$ cat src/rtl/ring_counter_param.sv
// ring_counter_param
//   N-bit shift counter, selectable at build time as a ring (one-hot,
//   period N) or Johnson (twisted-ring, period 2N) sequence. Runtime step
//   enable, direction and synchronous parallel load; pos tracks the step
//   index modulo the period and wrap pulses for one cycle after pos rolls
//   over. Drop-in for the fixed 4-bit ring counter with N=4, MODE=0, en=1.
//
// Parameters
//   N     counter width, >= 2
//   MODE  0 = ring, 1 = Johnson
//   PW    derived width of pos, $clog2(PERIOD)
//
// Ports
//   clk       in   rising-edge clock
//   clr       in   asynchronous reset, active-high (q = SEED, pos = 0, wrap = 0)
//   en        in   advance one step per clock edge while high
//   dir       in   0 = shift toward MSB, 1 = shift toward LSB
//   load      in   synchronous parallel load, wins over en
//   load_val  in   value written to q on load
//   q         out  counter state
//   pos       out  steps since reset/load, modulo PERIOD
//   wrap      out  registered one-cycle pulse on the step where pos wrapped
//   illegal   out  combinational, q is not a legal state for the mode
//
// Build option
//   RING_COUNTER_SELF_CORRECT_EN: when defined, illegal is decoded and an
//   enabled step from an illegal state reloads SEED instead of rotating.
//   When undefined, illegal is tied low and any pattern simply rotates.

module ring_counter_param #(
  parameter int unsigned N    = 4,
  parameter int unsigned MODE = 0,
  localparam int unsigned PERIOD = (MODE != 0) ? 2 * N : N,
  localparam int unsigned PW     = $clog2(PERIOD)
) (
  input  logic          clk,
  input  logic          clr,
  input  logic          en,
  input  logic          dir,
  input  logic          load,
  input  logic [N-1:0]  load_val,
  output logic [N-1:0]  q,
  output logic [PW-1:0] pos,
  output logic          wrap,
  output logic          illegal
);

  // Ring starts one-hot at bit 0; Johnson starts all-zero.
  localparam logic [N-1:0] SEED = (MODE != 0) ? {N{1'b0}} : {{(N-1){1'b0}}, 1'b1};
  localparam logic [PW-1:0] LAST = PW'(PERIOD - 1);

  logic [N-1:0]  q_rot;
  logic [PW-1:0] pos_step;
  logic          wrap_step;
  logic [N-1:0]  q_nxt;
  logic [PW-1:0] pos_nxt;
  logic          wrap_nxt;

`ifdef RING_COUNTER_SELF_CORRECT_EN
  // Johnson legal states have at most two cyclic bit transitions.
  always_comb begin
    illegal = 1'b0;
    if (MODE == 0) begin
      illegal = ($countones(q) != 1);
    end else begin
      illegal = ($countones(q ^ {q[0], q[N-1:1]}) > 2);
    end
  end
`else
  assign illegal = 1'b0;
`endif

  // One step of the sequence in the requested direction.
  always_comb begin
    q_rot = q;
    if (MODE == 0) begin
      q_rot = dir ? {q[0], q[N-1:1]} : {q[N-2:0], q[N-1]};
    end else begin
      q_rot = dir ? {~q[0], q[N-1:1]} : {q[N-2:0], ~q[N-1]};
    end
  end

  // Step index follows direction; wrap marks the modular rollover.
  always_comb begin
    wrap_step = 1'b0;
    pos_step  = pos;
    if (!dir) begin
      wrap_step = (pos == LAST);
      pos_step  = wrap_step ? '0 : pos + PW'(1);
    end else begin
      wrap_step = (pos == '0);
      pos_step  = wrap_step ? LAST : pos - PW'(1);
    end
  end

  // Priority: load > enabled step > hold. Hold still drops wrap.
  always_comb begin
    q_nxt    = q;
    pos_nxt  = pos;
    wrap_nxt = 1'b0;
    if (load) begin
      q_nxt   = load_val;
      pos_nxt = '0;
    end else if (en) begin
`ifdef RING_COUNTER_SELF_CORRECT_EN
      if (illegal) begin
        q_nxt   = SEED;
        pos_nxt = '0;
      end else
`endif
      begin
        q_nxt    = q_rot;
        pos_nxt  = pos_step;
        wrap_nxt = wrap_step;
      end
    end
  end

  always_ff @(posedge clk or posedge clr) begin
    if (clr) begin
      q    <= SEED;
      pos  <= '0;
      wrap <= 1'b0;
    end else begin
      q    <= q_nxt;
      pos  <= pos_nxt;
      wrap <= wrap_nxt;
    end
  end

endmodule

$ cat config.mk
export PLATFORM = sky130hd
export DESIGN_NAME = ring_counter_param
export DESIGN_NICKNAME = d
export VERILOG_FILES = /design/src/rtl/ring_counter_param.sv
export SDC_FILE = /design/constraint.sdc
export NUM_CORES = 1
export LEC_CHECK = 0
export ABC_AREA = 1
export BUFFER_PORTS_ARGS = -buffer_cell sky130_fd_sc_hd__buf_2
export CORE_AREA = 5 5 42 44
export CTS_CLUSTER_SIZE = 28
export DETAILED_ROUTE_END_ITERATION = 8
export DIE_AREA = 0 0 47 49
export GPL_ROUTABILITY_DRIVEN = 0
export GPL_TIMING_DRIVEN = 0
export HOLD_SLACK_MARGIN = 0.02
export PLACE_DENSITY = 0.52
export SKIP_CTS_REPAIR_TIMING = 1
export SLEW_MARGIN = 25
export SYNTH_ARGS = -nofsm -noshare
export SYNTH_HDL_FRONTEND = slang
export SYNTH_SLANG_ARGS = --single-unit
$ cat constraint.sdc
create_clock -name clk -period 1.3 [get_ports clk]
set_input_delay 0.195 -clock clk [delete_from_list [all_inputs] [get_ports clk]]
set_output_delay 0.195 -clock clk [all_outputs]
set_load 0.05 [all_outputs]
==> metrics.md, run 1 <==
| Metric | Value |
|---|---|
| I/O Pins | 17 |
| Final net count | 91 |
| Status | finished, final reports clean |
| Peak Freq | 0.8053 GHz |
| CTS tree | yes |
| Syn nets | slightly above 70 |
| CTS root buf | clkbuf_4 |
| Via count | 414 |
| Cell family with the largest share of critical-path delay | flip-flops |
| Top FF cell, synth | dfrtp_1 |
| Synth top cells by count | 24 x nand2_1, 6 x dfrtp_1, 6 x nor2_1 |
| Syn Area/Cell | 7.007 um^2 |
| Die extent in y | 49 um |
| Share of the synthesized area in the top cell type | 0.3571 |
| Row cnt | 14 |
| Final hold vios | 0 |
| Port buffer count | 14 |
| DRT Pass-1 Iters | 2 |
| FFs w/ async S/R, synth | 1.000 |
| Clk Latency, worst-skew pair | 260 ps |
| WP data arrival | 1050 ps |
| Number of synthesized register bits | 7 |
| DR WL/cell | 9.705 um |
| Core footprint | 1401 um^2 |
| CTS Sinks | 7 |
| IR drop worst, VDD | 0.0005580 V |
| Synth top area cells | dfrtp_1 36%, nand2_1 21%, dfstp_2 6.3%, ha_1 6.0%, nor2_1 5.4% |
| RSZ-0062 raised after global routing | no |
| Synth Cell Area | 420.4 um^2 |
| Critical Path Start Type | register |
| Slowest cell on the critical path | dfstp_2 |
| WP data required | 1110 ps |
| Vias in the first global route | 397 |
| Vias/cell | 4.358 |
| First-pass GRT wire length | 1676 um |
| Synth unique cells | 15 |
| Syn-to-layout area delta | 31.25% |
| Clock skew | 4.781 ps |
| HPWL after DPL | about 740 um |
| Post-synth EDFFs | 0 |
| Post-Synth Simple-Gate Area | 0.3571 |
| Hold Crit Class | input port to register |
| Total of max-cap violations | 0 |
| Design Power | a little under 0.7 mW |
| Crit path capture type | output port |
| DRC | 0 |
| Yosys top cell by area | dfrtp_1 |
| Leakage power | 0.3181 nW |
| Slowest stage delay, CP | approximately 560 ps |
| H-tree Lvls | 1 |
| Yosys warns | 0 |
| Dominant combinational cell family by area after synthesis | simple AND/OR/NAND/NOR gates |
| Worst-path clk slew | 60 ps |
| Fin Setup TNS | 0 ps |
| Most frequent cell after synthesis | nand2_1 |
| Pwr/cell area | 1222 nW/um^2 |
| Final setup violation count | 0 |
| GRT Util Overall | 0.09922 |
| Share of layout cells above drive strength 1 | 0.3418 |
| DR iter-0 viols | 7 |
| Layout Utilization | 0.3938 |
| Starting density of the core | 0.3000 |
| Grt total ovfl | 0 |
| Drt total wl | 922 um |
| Final critical-path share of the clock period | 0.9552 |
| Critical path peak fanout | 4 |
| Largest net degree at the start of global routing | 9 |
| Post-synthesis mux area share | 0 |
| Post-synthesis compound-gate area fraction | 0.04762 |
| Seq/Total Area, Yosys | 0.4196 |
| CP bufs+invs | 1 |
| Xor/xnor share of the synthesized area | 0 |
| Die area | 2303 um^2 |
| Initial antenna violation count | 0 |
| WHS | 155.0 ps |
| TritonCTS Buffers | 3 |
| Synth Area in Adders | 0.05952 |
| Mapped Cells | 60 |
| Cell chain of the critical path | clkbuf_4 |
| Ant diodes | 0 |
| Max Slew Vio Count | 0 |
| Die width | 47 um |
| Critical path type | register to output port |
| Post-route ant nets | 0 |
| Min Tclk post-route | 1242 ps |
| Clk buf depth | 2 |
==> cell usage in the layout (no fill, tap or decap), types with 3 or more instances in the layout <==
cell      Yosys  final
nand3_1       4      4
nor2_1        6      6
nand2_1      24     24
inv_2         3      3
buf_2         0     13
clkbuf_4      0      4
dfrtp_1       6      4
inv_1         5      5
==> flip-flops by register name, summed over array words and instances, names as in the netlist <==
name  cells
pos       2
q         4
wrap      1
==> where the power goes <==
part           internal (mW)  switching, mW
Combinational         0.0571          0.143
Clock                  0.118         0.0943
Sequential             0.243         0.0191
Total                  0.418          0.257
==> per-stage QoR <==
step	instances	cell area [um^2]	worst slack, ps
after floorplan	60	422.9	78.19
after global placement	90	513.0	238.8
after detailed placement	90	513.0	235.7
after CTS	94	539.3	20.71
after global routing	95	551.8	28.16
final	95	551.8	58.18
==> cell families after synthesis <==
kind of cell | Yosys count
other cells | 1
buf+inv | 10
compound gates | 3
simple gates | 37
fa+ha+maj | 2
flops | 7
==> layout make-up <==
type | instances | area (um^2)
timing repair buffer | 15 | 82.58
multi-input combinational | 43 | 198.9
clock buffer | 4 | 26.28
inverter | 8 | 30.03
buffer | 2 | 15.01
fill | 158 | 849.6
tap | 16 | 20.02
sequential | 7 | 178.9
==> path summary, 6_finish.rpt <==
check / start / endpoint / slack [ps] / cells past startpoint
hold reg to reg: pos[0]$_DFFE_PP0P_ / pos[0]$_DFFE_PP0P_ / 520 / 1
setup / recovery: q[0]$_DFFE_PP1P_ / q[0] / 60 / 1
setup reg to reg: pos[0]$_DFFE_PP0P_ / pos[1]$_DFFE_PP0P_ / 230 / 6
min in group asynchronous: clr / q[2]$_DFFE_PP0P_ / 410 / 3
max in group asynchronous: clr / q[0]$_DFFE_PP1P_ / 610 / 3
hold / removal: load_val[3] / q[3]$_DFFE_PP0P_ / 150 / 3
==> routing by layer <==
layer  vias to the layer above  GRT usage  wire, um  part of all wire
met4                         0    0.05530         0                 0
met2                         8     0.1448       451              0.49
li1                        215          -         -                 -
met3                         0    0.02583        51             0.055
met1                       191     0.1278       419              0.45
met5                         -          0         0                 0
Power figures use the tool's default switching activity.
==> run 2, diff against run 1 <==
--- a/config.mk
+++ b/config.mk
@@ -15,6 +15,7 @@
 export GPL_TIMING_DRIVEN = 0
 export HOLD_SLACK_MARGIN = 0.02
 export PLACE_DENSITY = 0.52
+export SETUP_SLACK_MARGIN = 0.3
 export SKIP_CTS_REPAIR_TIMING = 1
 export SLEW_MARGIN = 25
 export SYNTH_ARGS = -nofsm -noshare
==> constraint.sdc (replaced) <==
create_clock -name clk -period 1.6 [get_ports clk]
set_input_delay 0.24 -clock clk [delete_from_list [all_inputs] [get_ports clk]]
set_output_delay 0.24 -clock clk [all_outputs]
set_load 0.05 [all_outputs]
==> run 2 against run 1 <==
Compared with the run above:
- non-clock buffer count is the same
- largest cell class unchanged
- sequential cell count is the same
- wire length up 0.11%
- sequential share of layout area stayed put
==> metrics.md, run 2 (synthesized netlist as in run 1, its figures left out) <==
| Metric | Value |
|---|---|
| Initial antenna violation count | 0 |
| Most frequent cells in the layout | 24 x nand2_1, 13 x buf_2, 6 x nor2_1 |
| H-tree Lvls | 1 |
| Starting density of the core | 0.3000 |
| Min Tclk post-route | 1258 ps |
| Via count | 414 |
| Crit path capture type | output port |
| Pwr/cell area | approximately 1000 nW/um^2 |
| Port buffer count | 14 |
| Setup Slack @ Placement | between 500 and 600 ps |
| Crit. Startpoint | q[0]$_DFFE_PP1P_ |
| Largest net degree at the start of global routing | 9 |
| I/O Pins | 17 |
| HPWL after DPL | 738.4 um |
| IR drop worst, VDD | 0.0004534 V |
| Layout Utilization | 0.3938 |
| Fin Setup TNS | 0 ps |
| Row cnt | 14 |
| Drt total wl | approximately 920 um |
| Vias/cell | 4.358 |
| Critical path peak fanout | 4 |
| DRC | 0 |
| Post-layout instance area | 551.8 um^2 |
| Area of the multi-input gates | 198.9 um^2 |
| Clk buf depth | 2 |
| Grt total ovfl | 0 |
| Worst-path clk slew | 60 ps |
| Total of max-cap violations | 0 |
| Register area | 178.9 um^2 |
| Biggest regs | q x4, pos x2, wrap x1 |
| CTS root buf | clkbuf_4 |
| Core footprint | 1401 um^2 |
| Cell family with the largest share of critical-path delay | flip-flops |
| Critical Path Start Type | register |
| Share of layout cells above drive strength 1 | 0.3418 |
| Final hold vios | 0 |
| Worst Hold Launch | load_val[3] |
| Final setup violation count | 0 |
| Placed cells | 90 |
| GRT Util Overall | 0.09922 |
| Clock skew | 4.781 ps |
| Most flops, register | q |
| Area after DPL | 513.0 um^2 |
| Design Power | 0.5485 mW |
| Die area | 2303 um^2 |
| WHS | 200.0 ps |
| CP bufs+invs | 1 |
| Peak Freq | 0.7949 GHz |
| WP data required | around 1400 ps |
| DR iter-0 viols | 7 |
| TritonCTS Buffers | 3 |
| Non-filler instance count after layout | 95 |
| Critical path type | register to output port |
| Most common cell after layout, fill and taps aside | nand2_1 |
| Max FFs per register | 4 |
| Vias in the first global route | roughly 400 |
| Final net count | 91 |
| WP data arrival | just over 1000 ps |
| Slowest cell on the critical path | dfstp_2 |
| Syn-to-layout area delta | 31.25% |
| Status | finished, final reports clean |
| DRT Pass-1 Iters | 2 |
| Max Slew Vio Count | 0 |
| Leakage power | 0.3183 nW |
| Worst R2R Start | pos[0]$_DFFE_PP0P_ |
| Die extent in y | 49 um |
| RSZ-0062 raised after global routing | no |
| Hold Crit Class | input port to register |
| DR WL/cell | 9.716 um |
| Die width | 47 um |
| Slack of the critical path | ~340 ps |
| Post-route ant nets | 0 |
| Slowest stage delay, CP | 560 ps |
| Clk Latency, worst-skew pair | 260 ps |
| # fillers | 158 |
| Final critical-path share of the clock period | 0.7863 |
| CTS Sinks | 7 |
| Ant diodes | 0 |
| CTS tree | yes |
| Cell chain of the critical path | buf_4 |
| First-pass GRT wire length | 1676 um |
==> run 2: area by class of cell <==
class	instances	area share
Multi-Input combinational cell	43	0.3605
Tap cell	16	0.03628
Buffer	2	0.02721
Clock buffer	4	0.04762
Inverter	8	0.05442
Timing Repair Buffer	15	0.1497
Sequential cell	7	0.3243
==> run 2: final timing paths <==
check / slack, ps / end / cells after the start
setup / recovery: 340 / q[0] / 1
hold / removal: 200 / q[3]$_DFFE_PP0P_ / 3
setup reg to reg: 530 / pos[1]$_DFFE_PP0P_ / 6
hold reg to reg: 520 / pos[0]$_DFFE_PP0P_ / 1
max in group asynchronous: 870 / q[0]$_DFFE_PP1P_ / 3
min in group asynchronous: 460 / q[2]$_DFFE_PP0P_ / 3
==> run 2: power by group <==
group / switching (mW) / internal, mW
combinational: 0.116 / 0.0467
sequential: 0.0157 / 0.197
clock: 0.0767 / 0.0959
==> run 2: layer usage <==
layer / part of all wire / vias to the layer above / track usage
met2: 0.49 / 8 / 0.1448
met1: 0.46 / 191 / 0.1278
met3: 0.055 / 0 / 0.02583
met4: 0 / 0 / 0.05530
li1: - / 215 / -
met5: 0 / - / 0
